### src/rtl/qr_pkg.sv
// Shared types and constants for the QR pattern-detection pixel path:
// arbiter state encoding, frame geometry and the read-tag record that
// travels alongside each frame-buffer read.
package qr_pkg;

    typedef enum logic {
        ARB    = 1'b0,
        LOCKED = 1'b1
    } arb_state_t;

    localparam int PIXEL_ADDR_WIDTH = 20;
    localparam int FRAME_WIDTH      = 480;

    typedef struct packed {
        logic       valid;
        logic [1:0] id;
    } rd_tag_t;

    // Round-robin successor of a requester index, wrapping the last one to 0.
    function automatic logic [1:0] rr_next(input logic [1:0] idx, input int num_req);
        logic [1:0] nxt;
        if (int'(idx) >= num_req - 1) begin
            nxt = 2'd0;
        end else begin
            nxt = idx + 2'd1;
        end
        return nxt;
    endfunction

endpackage

### src/rtl/pixel_read_arbiter_rr_picker.sv
// Combinational round-robin picker: finds the first set request bit at or
// after ptr (with wrap) and returns it one-hot and as an index.
module rr_picker #(
    parameter int NUM_REQ = 3
) (
    input  logic [NUM_REQ-1:0] req,
    input  logic [1:0]         ptr,
    output logic [NUM_REQ-1:0] grant,
    output logic [1:0]         grant_idx,
    output logic               grant_any
);

    logic [2:0] cand_s;

    // Scan requesters starting at ptr; the first one found wins.
    always_comb begin
        grant     = {NUM_REQ{1'b0}};
        grant_idx = 2'd0;
        grant_any = 1'b0;
        cand_s    = 3'd0;
        for (int k = 0; k < NUM_REQ; k++) begin
            cand_s = {1'b0, ptr} + 3'(k);
            if (cand_s >= 3'(NUM_REQ)) begin
                cand_s = cand_s - 3'(NUM_REQ);
            end else begin
                cand_s = cand_s;
            end
            if (!grant_any && req[cand_s[1:0]]) begin
                grant_any             = 1'b1;
                grant[cand_s[1:0]]    = 1'b1;
                grant_idx             = cand_s[1:0];
            end else begin
                grant_any = grant_any;
            end
        end
    end

endmodule

### src/rtl/pixel_read_arbiter.sv
// Frame-buffer read-port arbiter: round-robin grant among NUM_REQ pixel
// readers with optional burst lock, registered BRAM issue, and a tag
// pipeline that steers each returning pixel to the requester that asked.
// Optional build macro PIXEL_ARB_STATS_EN adds per-requester saturating
// grant and stall counters.
module pixel_read_arbiter
    import qr_pkg::*;
#(
    parameter int NUM_REQ      = 3,
    parameter int ADDR_WIDTH   = PIXEL_ADDR_WIDTH,
    parameter int DATA_WIDTH   = 1,
    parameter int READ_LATENCY = 2
) (
    input  logic                          clk_in,
    input  logic                          rst_in,
    input  logic [NUM_REQ-1:0]            req_valid,
    input  logic [NUM_REQ*ADDR_WIDTH-1:0] req_addr,
    input  logic [NUM_REQ-1:0]            req_lock,
    output logic [NUM_REQ-1:0]            req_ready,
    output logic [NUM_REQ-1:0]            resp_valid,
    output logic [DATA_WIDTH-1:0]         resp_data,
    output logic [ADDR_WIDTH-1:0]         bram_addr_out,
    output logic                          bram_en_out,
    input  logic [DATA_WIDTH-1:0]         bram_data_in,
    output logic                          busy
`ifdef PIXEL_ARB_STATS_EN
    ,
    output logic [NUM_REQ*16-1:0]         grant_count,
    output logic [NUM_REQ*16-1:0]         stall_count
`endif
);

    arb_state_t              state_r;
    logic [1:0]              owner_r;
    logic [1:0]              rr_ptr_r;
    logic [1:0]              issue_id_r;
    rd_tag_t                 tag_r [READ_LATENCY];

    logic [NUM_REQ-1:0]      pick_grant_s;
    logic [1:0]              pick_idx_s;
    logic                    pick_any_s;
    logic [1:0]              win_idx_s;
    logic                    xfer_s;
    logic [ADDR_WIDTH-1:0]   win_addr_s;
    logic                    tag_busy_s;

    rr_picker #(
        .NUM_REQ (NUM_REQ)
    ) u_picker (
        .req       (req_valid),
        .ptr       (rr_ptr_r),
        .grant     (pick_grant_s),
        .grant_idx (pick_idx_s),
        .grant_any (pick_any_s)
    );

    // Grant: round-robin pick in ARB, owner-only while a burst lock is held.
    always_comb begin
        req_ready = {NUM_REQ{1'b0}};
        win_idx_s = 2'd0;
        if (state_r == LOCKED) begin
            for (int i = 0; i < NUM_REQ; i++) begin
                req_ready[i] = req_valid[i] && (owner_r == 2'(i));
            end
            win_idx_s = owner_r;
        end else begin
            req_ready = pick_any_s ? pick_grant_s : {NUM_REQ{1'b0}};
            win_idx_s = pick_idx_s;
        end
        xfer_s = |req_ready;
    end

    // Select the winning requester's address from the packed bus.
    always_comb begin
        win_addr_s = {ADDR_WIDTH{1'b0}};
        for (int i = 0; i < NUM_REQ; i++) begin
            if (win_idx_s == 2'(i)) begin
                win_addr_s = req_addr[i*ADDR_WIDTH +: ADDR_WIDTH];
            end else begin
                win_addr_s = win_addr_s;
            end
        end
    end

    // Arbiter FSM: round-robin pointer update and lock ownership tracking.
    always_ff @(posedge clk_in) begin
        if (!rst_in) begin
            state_r  <= ARB;
            rr_ptr_r <= 2'd0;
            owner_r  <= 2'd0;
        end else begin
            case (state_r)
                ARB: begin
                    if (xfer_s) begin
                        rr_ptr_r <= rr_next(win_idx_s, NUM_REQ);
                        if (req_lock[win_idx_s]) begin
                            owner_r <= win_idx_s;
                            state_r <= LOCKED;
                        end else begin
                            state_r <= ARB;
                        end
                    end else begin
                        state_r <= ARB;
                    end
                end
                LOCKED: begin
                    // The releasing edge may still carry a transfer; the
                    // pointer stays frozen for the whole burst.
                    if (!req_lock[owner_r]) begin
                        state_r <= ARB;
                    end else begin
                        state_r <= LOCKED;
                    end
                end
                default: begin
                    state_r <= ARB;
                end
            endcase
        end
    end

    // Issue stage: register the BRAM address/enable and remember who asked.
    always_ff @(posedge clk_in) begin
        if (!rst_in) begin
            bram_addr_out <= {ADDR_WIDTH{1'b0}};
            bram_en_out   <= 1'b0;
            issue_id_r    <= 2'd0;
        end else if (xfer_s) begin
            bram_addr_out <= win_addr_s;
            bram_en_out   <= 1'b1;
            issue_id_r    <= win_idx_s;
        end else begin
            bram_en_out   <= 1'b0;
        end
    end

    // Tag pipeline: follows the BRAM latency so the last stage lines up
    // with bram_data_in for the read issued READ_LATENCY cycles earlier.
    always_ff @(posedge clk_in) begin
        if (!rst_in) begin
            for (int i = 0; i < READ_LATENCY; i++) begin
                tag_r[i].valid <= 1'b0;
                tag_r[i].id    <= 2'd0;
            end
        end else begin
            tag_r[0].valid <= bram_en_out;
            tag_r[0].id    <= issue_id_r;
            for (int i = 1; i < READ_LATENCY; i++) begin
                tag_r[i] <= tag_r[i-1];
            end
        end
    end

    // Response steering and activity flag.
    always_comb begin
        resp_valid = {NUM_REQ{1'b0}};
        if (tag_r[READ_LATENCY-1].valid) begin
            resp_valid[tag_r[READ_LATENCY-1].id] = 1'b1;
        end else begin
            resp_valid = {NUM_REQ{1'b0}};
        end
        resp_data  = bram_data_in;
        tag_busy_s = 1'b0;
        for (int i = 0; i < READ_LATENCY; i++) begin
            tag_busy_s = tag_busy_s | tag_r[i].valid;
        end
        busy = (state_r == LOCKED) | bram_en_out | tag_busy_s;
    end

`ifdef PIXEL_ARB_STATS_EN
    // Per-requester saturating transfer and stall counters.
    always_ff @(posedge clk_in) begin
        if (!rst_in) begin
            grant_count <= {(NUM_REQ*16){1'b0}};
            stall_count <= {(NUM_REQ*16){1'b0}};
        end else begin
            for (int i = 0; i < NUM_REQ; i++) begin
                if (req_valid[i] && req_ready[i] && (grant_count[i*16 +: 16] != 16'hFFFF)) begin
                    grant_count[i*16 +: 16] <= grant_count[i*16 +: 16] + 16'd1;
                end else begin
                    grant_count[i*16 +: 16] <= grant_count[i*16 +: 16];
                end
                if (req_valid[i] && !req_ready[i] && (stall_count[i*16 +: 16] != 16'hFFFF)) begin
                    stall_count[i*16 +: 16] <= stall_count[i*16 +: 16] + 16'd1;
                end else begin
                    stall_count[i*16 +: 16] <= stall_count[i*16 +: 16];
                end
            end
        end
    end
`endif

endmodule
### config.mk
export PLATFORM = sky130hd
export DESIGN_NAME = pixel_read_arbiter
export DESIGN_NICKNAME = d
export VERILOG_FILES = /design/src/rtl/qr_pkg.sv /design/src/rtl/pixel_read_arbiter_rr_picker.sv /design/src/rtl/pixel_read_arbiter.sv
export SDC_FILE = /design/constraint.sdc
export NUM_CORES = 1
export LEC_CHECK = 0
export CORE_UTILIZATION = 63
export DETAILED_ROUTE_END_ITERATION = 8
export DONT_BUFFER_PORTS = 1
export GPL_ROUTABILITY_DRIVEN = 0
export GPL_TIMING_DRIVEN = 0
export HOLD_SLACK_MARGIN = 0.06
export PLACE_DENSITY_LB_ADDON = 0.25
export SLEW_MARGIN = 20
export SYNTH_ARGS = -nofsm -noshare
export SYNTH_HDL_FRONTEND = slang
export SYNTH_SLANG_ARGS = --single-unit
### constraint.sdc
create_clock -name clk_in -period 3.5 [get_ports clk_in]
set_input_delay 0.7 -clock clk_in [delete_from_list [all_inputs] [get_ports clk_in]]
set_output_delay 0.7 -clock clk_in [all_outputs]
set_load 0.03 [all_outputs]
==> results of run 1 <==
power groups by stage:
| stage | sequential (uW) | clock [uW] | combinational (uW) |
|---|---|---|---|
| 5_1_grt | 706 | 386 | 1560 |
| 4_1_cts | 692 | 368 | 1400 |
| 3_3_place_gp | 698 | 0 | 1370 |
| 6_report | 692 | 368 | 1420 |
| 3_5_place_dp | 701 | 0 | 1390 |
| 2_1_floorplan | 680 | 0 | 1150 |
logic make-up after synthesis:
kind of cell,Yosys count
DFF,34
adders and majority gates,4
muxes,25
AOI/OAI and AO/OA,84
and+or+nand+nor,89
buffers and inverters,28
worst max path at each step:
stage	from	to	slack (ps)	cells past startpoint
2_1_floorplan	rr_ptr_r[0]$_SDFFE_PN0P_	req_ready[2]	680	8
3_3_place_gp	req_valid[1]	req_ready[0]	460	6
3_5_place_dp	req_valid[1]	req_ready[0]	460	6
4_1_cts	rr_ptr_r[0]$_SDFFE_PN0P_	req_ready[2]	90	8
5_1_grt	rr_ptr_r[0]$_SDFFE_PN0P_	req_ready[1]	30	7
6_report	rr_ptr_r[0]$_SDFFE_PN0P_	req_ready[1]	130	7
worst max-delay path: stages, from the launching register on:
cell and delay (ps):
sky130_fd_sc_hd__dfxtp_1 400, sky130_fd_sc_hd__inv_1 80, sky130_fd_sc_hd__ha_1 300, sky130_fd_sc_hd__buf_2 180
sky130_fd_sc_hd__nor2_1 160, sky130_fd_sc_hd__o21ai_0 110, sky130_fd_sc_hd__a2111o_1 490, sky130_fd_sc_hd__o22ai_1 600
stage by stage:
stage / setup slack, ps / power [uW] / hold WS, ps / util, %
6_report: 134 / 2480 / 445 / 71.4
5_1_grt: 32.0 / 2660 / 459 / 71.4
4_1_cts: 88.1 / 2460 / 447 / 71.1
3_5_place_dp: 460 / 2090 / 421 / 67.9
3_3_place_gp: 465 / 2070 / 419 / 67.9
2_1_floorplan: 678 / 1830 / 412 / -
final cells by class:
type | instances | area [sq um] | area share [%]
Multi-Input combinational cell | 202 | 1400 | 59.0
Sequential cell | 34 | 681 | 28.6
Clock buffer | 5 | 37.5 | 1.58
Inverter | 5 | 18.8 | 0.788
Tap cell | 46 | 57.6 | 2.42
Clock inverter | 3 | 68.8 | 2.89
Buffer | 23 | 114 | 4.78
metal layers:
metal  part of all wire [%]  up-vias  GRT usage [%]  wire length [um]
met4                    1.6        0           9.09                87
li1                       -     1002              -                 -
met1                     42      905           33.9              2200
met5                      0        -              0                 0
met3                    9.9       15           10.3               524
met2                     47      117           46.9              2470
placed cells by master (no fill, tap or decap), types with 5 or more instances in the layout:
cell type and instances:
sky130_fd_sc_hd__dfxtp_1 34, sky130_fd_sc_hd__nand2_1 31, sky130_fd_sc_hd__mux2i_1 25, sky130_fd_sc_hd__o2bb2ai_1 21
sky130_fd_sc_hd__o21ai_0 13, sky130_fd_sc_hd__nand4_1 13, sky130_fd_sc_hd__o21ai_1 13, sky130_fd_sc_hd__clkbuf_1 10
sky130_fd_sc_hd__buf_2 10, sky130_fd_sc_hd__and2_1 10, sky130_fd_sc_hd__o211ai_1 10, sky130_fd_sc_hd__nand2b_1 5
sky130_fd_sc_hd__inv_1 5, sky130_fd_sc_hd__clkbuf_4 5
cell usage after synthesis, types with 3 or more instances:
library cell,number
sky130_fd_sc_hd__dfxtp_1,34
sky130_fd_sc_hd__nand2_1,31
sky130_fd_sc_hd__mux2i_1,25
sky130_fd_sc_hd__o2bb2ai_1,21
sky130_fd_sc_hd__nand4_1,13
sky130_fd_sc_hd__o21ai_0,13
sky130_fd_sc_hd__o21ai_1,13
sky130_fd_sc_hd__and2_1,10
sky130_fd_sc_hd__buf_2,10
sky130_fd_sc_hd__clkbuf_1,10
sky130_fd_sc_hd__o211ai_1,10
sky130_fd_sc_hd__inv_1,5
sky130_fd_sc_hd__nand2b_1,5
sky130_fd_sc_hd__a21oi_1,4
sky130_fd_sc_hd__and3b_1,4
sky130_fd_sc_hd__ha_1,4
sky130_fd_sc_hd__nor2_1,4
sky130_fd_sc_hd__nor2b_1,4
sky130_fd_sc_hd__o21a_1,4
sky130_fd_sc_hd__and3_1,3
sky130_fd_sc_hd__nand3_1,3
sky130_fd_sc_hd__nand3b_1,3
timing repair:
item                                   in CTS  in global routing
endpoints found under the hold margin       0                  0
buffers inserted                            0                  0
hold buffers                                0                  0
gates resized for setup                     0                  2
setup endpoints to repair                   0                  2
sequential cells by signal, indices dropped and copies added (netlist names):
name           count
bram_addr_out     20
tag_r              6
issue_id_r         2
owner_r            2
rr_ptr_r           2
bram_en_out        1
state_r            1
==> impl_table.tex, run 1 <==
\begin{tabular}{lr}
\hline
Metric & Value \\
\hline
\multicolumn{2}{l}{\textbf{Timing}} \\
\quad Final critical-path share of the clock period & 96.2\% \\
\quad Number of max-slew violations in the final report & 0 \\
\quad Final Hold Violating Endpoints & 0 \\
\quad Clock period minus worst slack & 3370 ps \\
\quad Maximum clock frequency & 0.297 GHz \\
\quad Worst-Margin Slew & 950 ps \\
\quad Largest clock skew in the final design & 7.64 ps \\
\quad Setup repair after global routing missed its margin & no \\
\quad Final total negative setup slack & 0 ps \\
\quad Final count of negative-setup-slack endpoints & 0 \\
\quad Tightest slew margin relative to the limit & 36.5\% \\
\multicolumn{2}{l}{\textbf{Finish}} \\
\quad Post-route standard cell area excluding fillers & 2380 sq um \\
\quad Signed area change from the synthesized netlist to the final layout & 7.82\% \\
\quad Post-layout instance count excluding filler cells & 318 \\
\quad Number of nets in the layout & 344 \\
\quad Fraction of layout cells with a size suffix above 1 & 10.3\% \\
\quad Number of diodes & 0 \\
\quad FILL cells & 273 \\
\multicolumn{2}{l}{\textbf{Die}} \\
\quad Die height & 61.2 um \\
\quad Floorplan row count & 21 \\
\quad Die X & 61.2 um \\
\quad Die Footprint & 3750 sq um \\
\quad Ports & 98 \\
\quad Initial standard-cell utilization of the core & 66.2\% \\
\quad Placeable core region & 3340 sq um \\
\multicolumn{2}{l}{\textbf{Power}} \\
\quad Power density relative to cell area & 1040 nW/um\^{}2 \\
\quad Internal Power & 1270 uW \\
\quad Proportion of power drawn by flip-flops and latches & 27.9\% \\
\quad Static power due to leakage & 0.000888 uW \\
\quad Combinational cell fraction of total power & 57.3\% \\
\quad Switching power as a share of total power & 48.8\% \\
\quad IR drop worst, VDD & 615 uV \\
\quad Switching pwr & 1210 uW \\
\quad Share of total power in the clock network & 14.8\% \\
\multicolumn{2}{l}{\textbf{Job}} \\
\quad Max capacitance violation total & 0 \\
\multicolumn{2}{l}{\textbf{Synthesis}} \\
\quad Post-synth top area share & 30.8\% \\
\quad Biggest area contributors in the synthesized netlist & sky130\_fd\_sc\_hd\_\_dfxtp\_1 31\%, sky130\_fd\_sc\_hd\_\_mux2i\_1 11\%, sky130\_fd\_sc\_hd\_\_o2bb2ai\_1 8.3\% \\
\quad Netlist area before placement & 2210 sq um \\
\quad Most area-hungry cell type in the Yosys netlist & sky130\_fd\_sc\_hd\_\_dfxtp\_1 \\
\quad Flops \& latches, synth & 34 \\
\quad Synthesized-area fraction occupied by and/or/nand/nor cells & 22.3\% \\
\quad Post-synthesis adder-cell area fraction & 2.27\% \\
\quad Proportion of synthesized flip-flops having asynchronous set or reset & 0\% \\
\quad Number of enable flip-flop cells after synthesis & 0 \\
\quad Syn. warnings & 0 \\
\quad Primary flip-flop cell chosen by synthesis mapping & sky130\_fd\_sc\_hd\_\_dfxtp\_1 \\
\quad Largest family of logic cells by synthesized area & compound AO/OA/AOI/OAI gates \\
\quad Number of different library cells in the post-synthesis netlist & 49 \\
\quad Synth Area in XOR/XNOR & 0\% \\
\quad Sequential fraction of the synthesis area & 30.8\% \\
\quad Synthesized netlist net count & 337 \\
\quad Number of standard cells after synthesis & 264 \\
\quad Mux contribution to synthesized area & 11.3\% \\
\quad Average footprint of a synthesized cell & 8.37 sq um \\
\quad Synthesized-area fraction occupied by ao, oa, aoi and oai cells & 27.3\% \\
\multicolumn{2}{l}{\textbf{Worst hold path}} \\
\quad Worst hold-check path type & flop to flop \\
\quad Worst hold endpoint & tag\_r[0][4]\$\_SDFFE\_PN0P\_ \\
\quad Worst hold path startpoint & tag\_r[0][1]\$\_SDFF\_PN0\_ \\
\quad Hold Path Cell Cnt & 1 \\
\multicolumn{2}{l}{\textbf{CTS}} \\
\quad Maximum root-to-sink buffer count & 2 \\
\quad Clk Latency, worst-skew pair & 350 ps \\
\quad Clock tree from TritonCTS & done \\
\quad CTS sink count & 34 \\
\quad Clock-pin slew on the worst setup and hold paths & 110 ps \\
\quad CTS buffer count & 5 \\
\quad H-tree depth & 2 \\
\quad Clock root buffer & sky130\_fd\_sc\_hd\_\_clkbuf\_4 \\
\multicolumn{2}{l}{\textbf{Worst setup path}} \\
\quad Number of cells traversed by the worst register-to-register path & 11 \\
\quad Critical Path End Type & output port \\
\quad Critical path required time & 2800 ps \\
\quad Reg2Reg Capture Point & bram\_addr\_out[7]\$\_SDFFE\_PN0P\_ \\
\quad Setup slack of the worst register-to-register path & 640 ps \\
\quad Reg2Reg Launch Point & rr\_ptr\_r[1]\$\_SDFFE\_PN0P\_ \\
\quad Data arrival time of the critical path & 2670 ps \\
\quad Kind of critical path & flop to output port \\
\quad Critical path startpoint category & flop \\
\quad Largest fanout on the critical path & 10 \\
\multicolumn{2}{l}{\textbf{Status}} \\
\quad Result of the run & finished clean \\
\multicolumn{2}{l}{\textbf{Detailed routing}} \\
\quad Detail-routed net length per standard cell & 16.6 um \\
\quad Final antenna-violating net count & 0 \\
\quad Detailed-routing iteration count for the pre-antenna-repair pass & 4 \\
\quad Initial DRC Count & 191 \\
\quad DRT Wirelength & 5280 um \\
\quad Vias per cell & 6.41 \\
\quad Overall via count from detail\_route & 2039 \\
\quad DRC errors left & 0 \\
\multicolumn{2}{l}{\textbf{Place}} \\
\quad Post-placement cell area & 2270 sq um \\
\quad Placed Cells & 310 \\
\quad Input/output buffers & 0 \\
\quad HPWL after DPL & 3890 um \\
\multicolumn{2}{l}{\textbf{Global routing}} \\
\quad GRT Util Overall & 28.2\% \\
\quad Largest net degree at the start of global routing & 13 \\
\quad Overflow left after global routing & 0 \\
\quad Initial antenna violation count & 0 \\
\quad Wire length of the first global-routing pass & 7750 um \\
\quad Via count of the first global-routing pass & 1794 \\
\hline
\end{tabular}
Note: power is estimated with default switching activity, not from simulation.
==> inputs of run 2 (changes only) <==
Settings changed: SLEW_MARGIN 20 to default.
==> results of run 2 <==
The final DEF is identical to that of run 1; final timing and power are the same.
==> inputs of run 3 (changes only) <==
--- a/config.mk
+++ b/config.mk
@@ -7,4 +7,5 @@
 export LEC_CHECK = 0
 export CORE_UTILIZATION = 63
+export CTS_CLUSTER_SIZE = 14
 export DETAILED_ROUTE_END_ITERATION = 8
 export DONT_BUFFER_PORTS = 1
==> constraint.sdc (replaced) <==
create_clock -name clk_in -period 3.5 [get_ports clk_in]
set_input_delay 0.7 -clock clk_in [delete_from_list [all_inputs] [get_ports clk_in]]
set_output_delay 0.7 -clock clk_in [all_outputs]
set_load 0.005 [all_outputs]
==> impl_table.tex, run 3 (same netlist as run 1, synthesis figures left out) <==
\begin{tabular}{lr}
\hline
Metric & Value \\
\hline
\multicolumn{2}{l}{\textbf{Status}} \\
\quad Result of the run & finished clean \\
\multicolumn{2}{l}{\textbf{Worst setup path}} \\
\quad Data arrival time of the critical path & 2500 ps \\
\quad Critical Path End Type & output port \\
\quad Top cell family by delay on the critical path & compound AO/OA/AOI/OAI gates \\
\quad Largest fanout on the critical path & 10 \\
\quad Kind of critical path & flop to output port \\
\quad Critical-path cell list & inv\_1 -> ha\_1 -> clkbuf\_1 -> and2\_1 -> a22o\_1 -> o2bb2ai\_1 -> a222oi\_1 -> o22ai\_1 \\
\quad Critical path startpoint category & flop \\
\quad Crit path buffers/inverters & 2 \\
\quad Largest stage delay, worst path & 550 ps \\
\quad Cell with the largest stage delay on the worst path & sky130\_fd\_sc\_hd\_\_a222oi\_1 \\
\quad Critical path required time & 2800 ps \\
\multicolumn{2}{l}{\textbf{Finish}} \\
\quad Signed area change from the synthesized netlist to the final layout & 7.42\% \\
\quad Largest register FFs & 20 \\
\quad Number of nets in the layout & 344 \\
\quad Most used cells in the layout excluding fill and tap cells & 34 x sky130\_fd\_sc\_hd\_\_dfxtp\_1, 31 x sky130\_fd\_sc\_hd\_\_nand2\_1, 25 x sky130\_fd\_sc\_hd\_\_mux2i\_1, 21 x sky130\_fd\_sc\_hd\_\_o2bb2ai\_1 \\
\quad Fraction of layout cells with a size suffix above 1 & 9.56\% \\
\quad Most flop-heavy register & bram\_addr\_out \\
\quad Most frequent standard cell in the layout excluding fill and tap cells & sky130\_fd\_sc\_hd\_\_dfxtp\_1 \\
\quad Post-layout instance count excluding filler cells & 318 \\
\quad Registers with the highest flip-flop counts & bram\_addr\_out (20), tag\_r (6) \\
\quad Post-route standard cell area excluding fillers & 2370 sq um \\
\quad Number of diodes & 0 \\
\multicolumn{2}{l}{\textbf{Timing}} \\
\quad Setup repair after global routing missed its margin & no \\
\quad Worst-Margin Slew & 742 ps \\
\quad Tightest slew margin relative to the limit & 50.6\% \\
\quad Maximum clock frequency & 0.312 GHz \\
\quad Final Hold Violating Endpoints & 0 \\
\quad Final total negative setup slack & 0 ps \\
\quad Final critical-path share of the clock period & 91.5\% \\
\quad Number of max-slew violations in the final report & 0 \\
\quad Clock period minus worst slack & 3200 ps \\
\quad Largest clock skew in the final design & 5.44 ps \\
\quad Final count of negative-setup-slack endpoints & 0 \\
\multicolumn{2}{l}{\textbf{Die}} \\
\quad Ports & 98 \\
\quad Die X & 61.2 um \\
\quad Die height & 61.2 um \\
\quad Floorplan row count & 21 \\
\quad Initial standard-cell utilization of the core & 66.2\% \\
\quad Placeable core region & 3340 sq um \\
\quad Die Footprint & 3750 sq um \\
\multicolumn{2}{l}{\textbf{Detailed routing}} \\
\quad Overall via count from detail\_route & 2024 \\
\quad Highest layer used for signal routing & met4 \\
\quad Length of routed met2 wiring & 2500 um \\
\quad Post-Route M1 WL & 2200 um \\
\quad DRT Wirelength & 5260 um \\
\quad Final antenna-violating net count & 0 \\
\quad Detail-routed net length per standard cell & 16.5 um \\
\quad DRC errors left & 0 \\
\quad Initial DRC Count & 218 \\
\quad Detailed-routing iteration count for the pre-antenna-repair pass & 4 \\
\quad Vias per cell & 6.36 \\
\quad Met3 Routed Length & 500 um \\
\multicolumn{2}{l}{\textbf{Place}} \\
\quad Input/output buffers & 0 \\
\quad Placed Cells & 310 \\
\quad HPWL after DPL & 3890 um \\
\quad Post-placement cell area & 2270 sq um \\
\multicolumn{2}{l}{\textbf{CTS}} \\
\quad Clk Latency, worst-skew pair & 340 ps \\
\quad CTS buffer count & 5 \\
\quad H-tree depth & 2 \\
\quad CTS sink count & 34 \\
\quad Maximum root-to-sink buffer count & 2 \\
\quad \# resized after CTS & 0 \\
\quad Clock tree from TritonCTS & done \\
\quad Number of buffers added for setup after CTS & 0 \\
\quad Count of hold-fix buffers inserted at cts & 0 \\
\quad Clock-pin slew on the worst setup and hold paths & 110 ps \\
\quad Clock root buffer & sky130\_fd\_sc\_hd\_\_clkbuf\_4 \\
\multicolumn{2}{l}{\textbf{Global routing}} \\
\quad GRT Util Overall & 28.2\% \\
\quad Largest net degree at the start of global routing & 13 \\
\quad Overflow left after global routing & 0 \\
\quad Wire length of the first global-routing pass & 7750 um \\
\quad Initial antenna violation count & 0 \\
\quad Via count of the first global-routing pass & 1794 \\
\multicolumn{2}{l}{\textbf{Worst hold path}} \\
\quad Worst hold-check path type & flop to flop \\
\multicolumn{2}{l}{\textbf{Power}} \\
\quad Static power due to leakage & 0.000886 uW \\
\quad IR drop worst, VDD & 584 uV \\
\quad Final Power & 2280 uW \\
\quad Power density relative to cell area & 963 nW/um\^{}2 \\
\multicolumn{2}{l}{\textbf{Job}} \\
\quad Max capacitance violation total & 0 \\
\hline
\end{tabular}
run 3: layout make-up:
cell class                      instances  area (sq um)
Clock buffer                            5          37.5
Tap cell                               46          57.6
Clock inverter                          3          68.8
Buffer                                 23           114
Fill cell                             276           965
Inverter                                5          18.8
Sequential cell                        34           681
Multi-Input combinational cell        202          1400
run 3: final timing paths:
path	cells past startpoint	endpoint	slack, ps	start
worst max-delay path	8	req_ready[0]	300	rr_ptr_r[1]$_SDFFE_PN0P_
worst min-delay path	1	tag_r[0][4]$_SDFFE_PN0P_	450	tag_r[0][1]$_SDFF_PN0_
worst max register to register	11	bram_addr_out[14]$_SDFFE_PN0P_	690	rr_ptr_r[1]$_SDFFE_PN0P_
worst min register to register	1	tag_r[0][4]$_SDFFE_PN0P_	450	tag_r[0][1]$_SDFF_PN0_
run 3: per-layer routing:
metal / up-vias / track usage [%]
li1: 1001 / -
met1: 913 / 33.9
met2: 103 / 46.9
met3: 7 / 10.3
met4: 0 / 9.09
met5: - / 0
run 3: where the power goes:
part / total (uW) / switching (uW) / leakage (uW) / internal, uW
logic: 1340 / 800 / 0.000552 / 541
registers: 576 / 75.5 / 0.000279 / 500
clock network: 368 / 145 / 0.0000554 / 223
total: 2280 / 1020 / 0.000886 / 1260
run 3: metrics by stage:
| step | setup WS, ps | hold WS [ps] | utilization, % |
|---|---|---|---|
| floorplan | 897 | 412 | - |
| global placement | 660 | 419 | 67.9 |
| detailed placement | 659 | 421 | 67.9 |
| CTS | 292 | 447 | 71.1 |
| global route | 157 | 459 | 71.1 |
| finish | 296 | 445 | 71.1 |
run 3: worst register-to-register path, stage by stage, from the launching register on:
cell	delay [ps]
sky130_fd_sc_hd__dfxtp_1	390
sky130_fd_sc_hd__inv_1	80
sky130_fd_sc_hd__ha_1	190
sky130_fd_sc_hd__clkbuf_1	200
sky130_fd_sc_hd__and2_1	210
sky130_fd_sc_hd__a22o_1	210
sky130_fd_sc_hd__o2bb2ai_1	130
sky130_fd_sc_hd__a222oi_1	550
sky130_fd_sc_hd__a21oi_2	260
sky130_fd_sc_hd__nor2_2	240
sky130_fd_sc_hd__buf_6	170
sky130_fd_sc_hd__o21ai_1	80
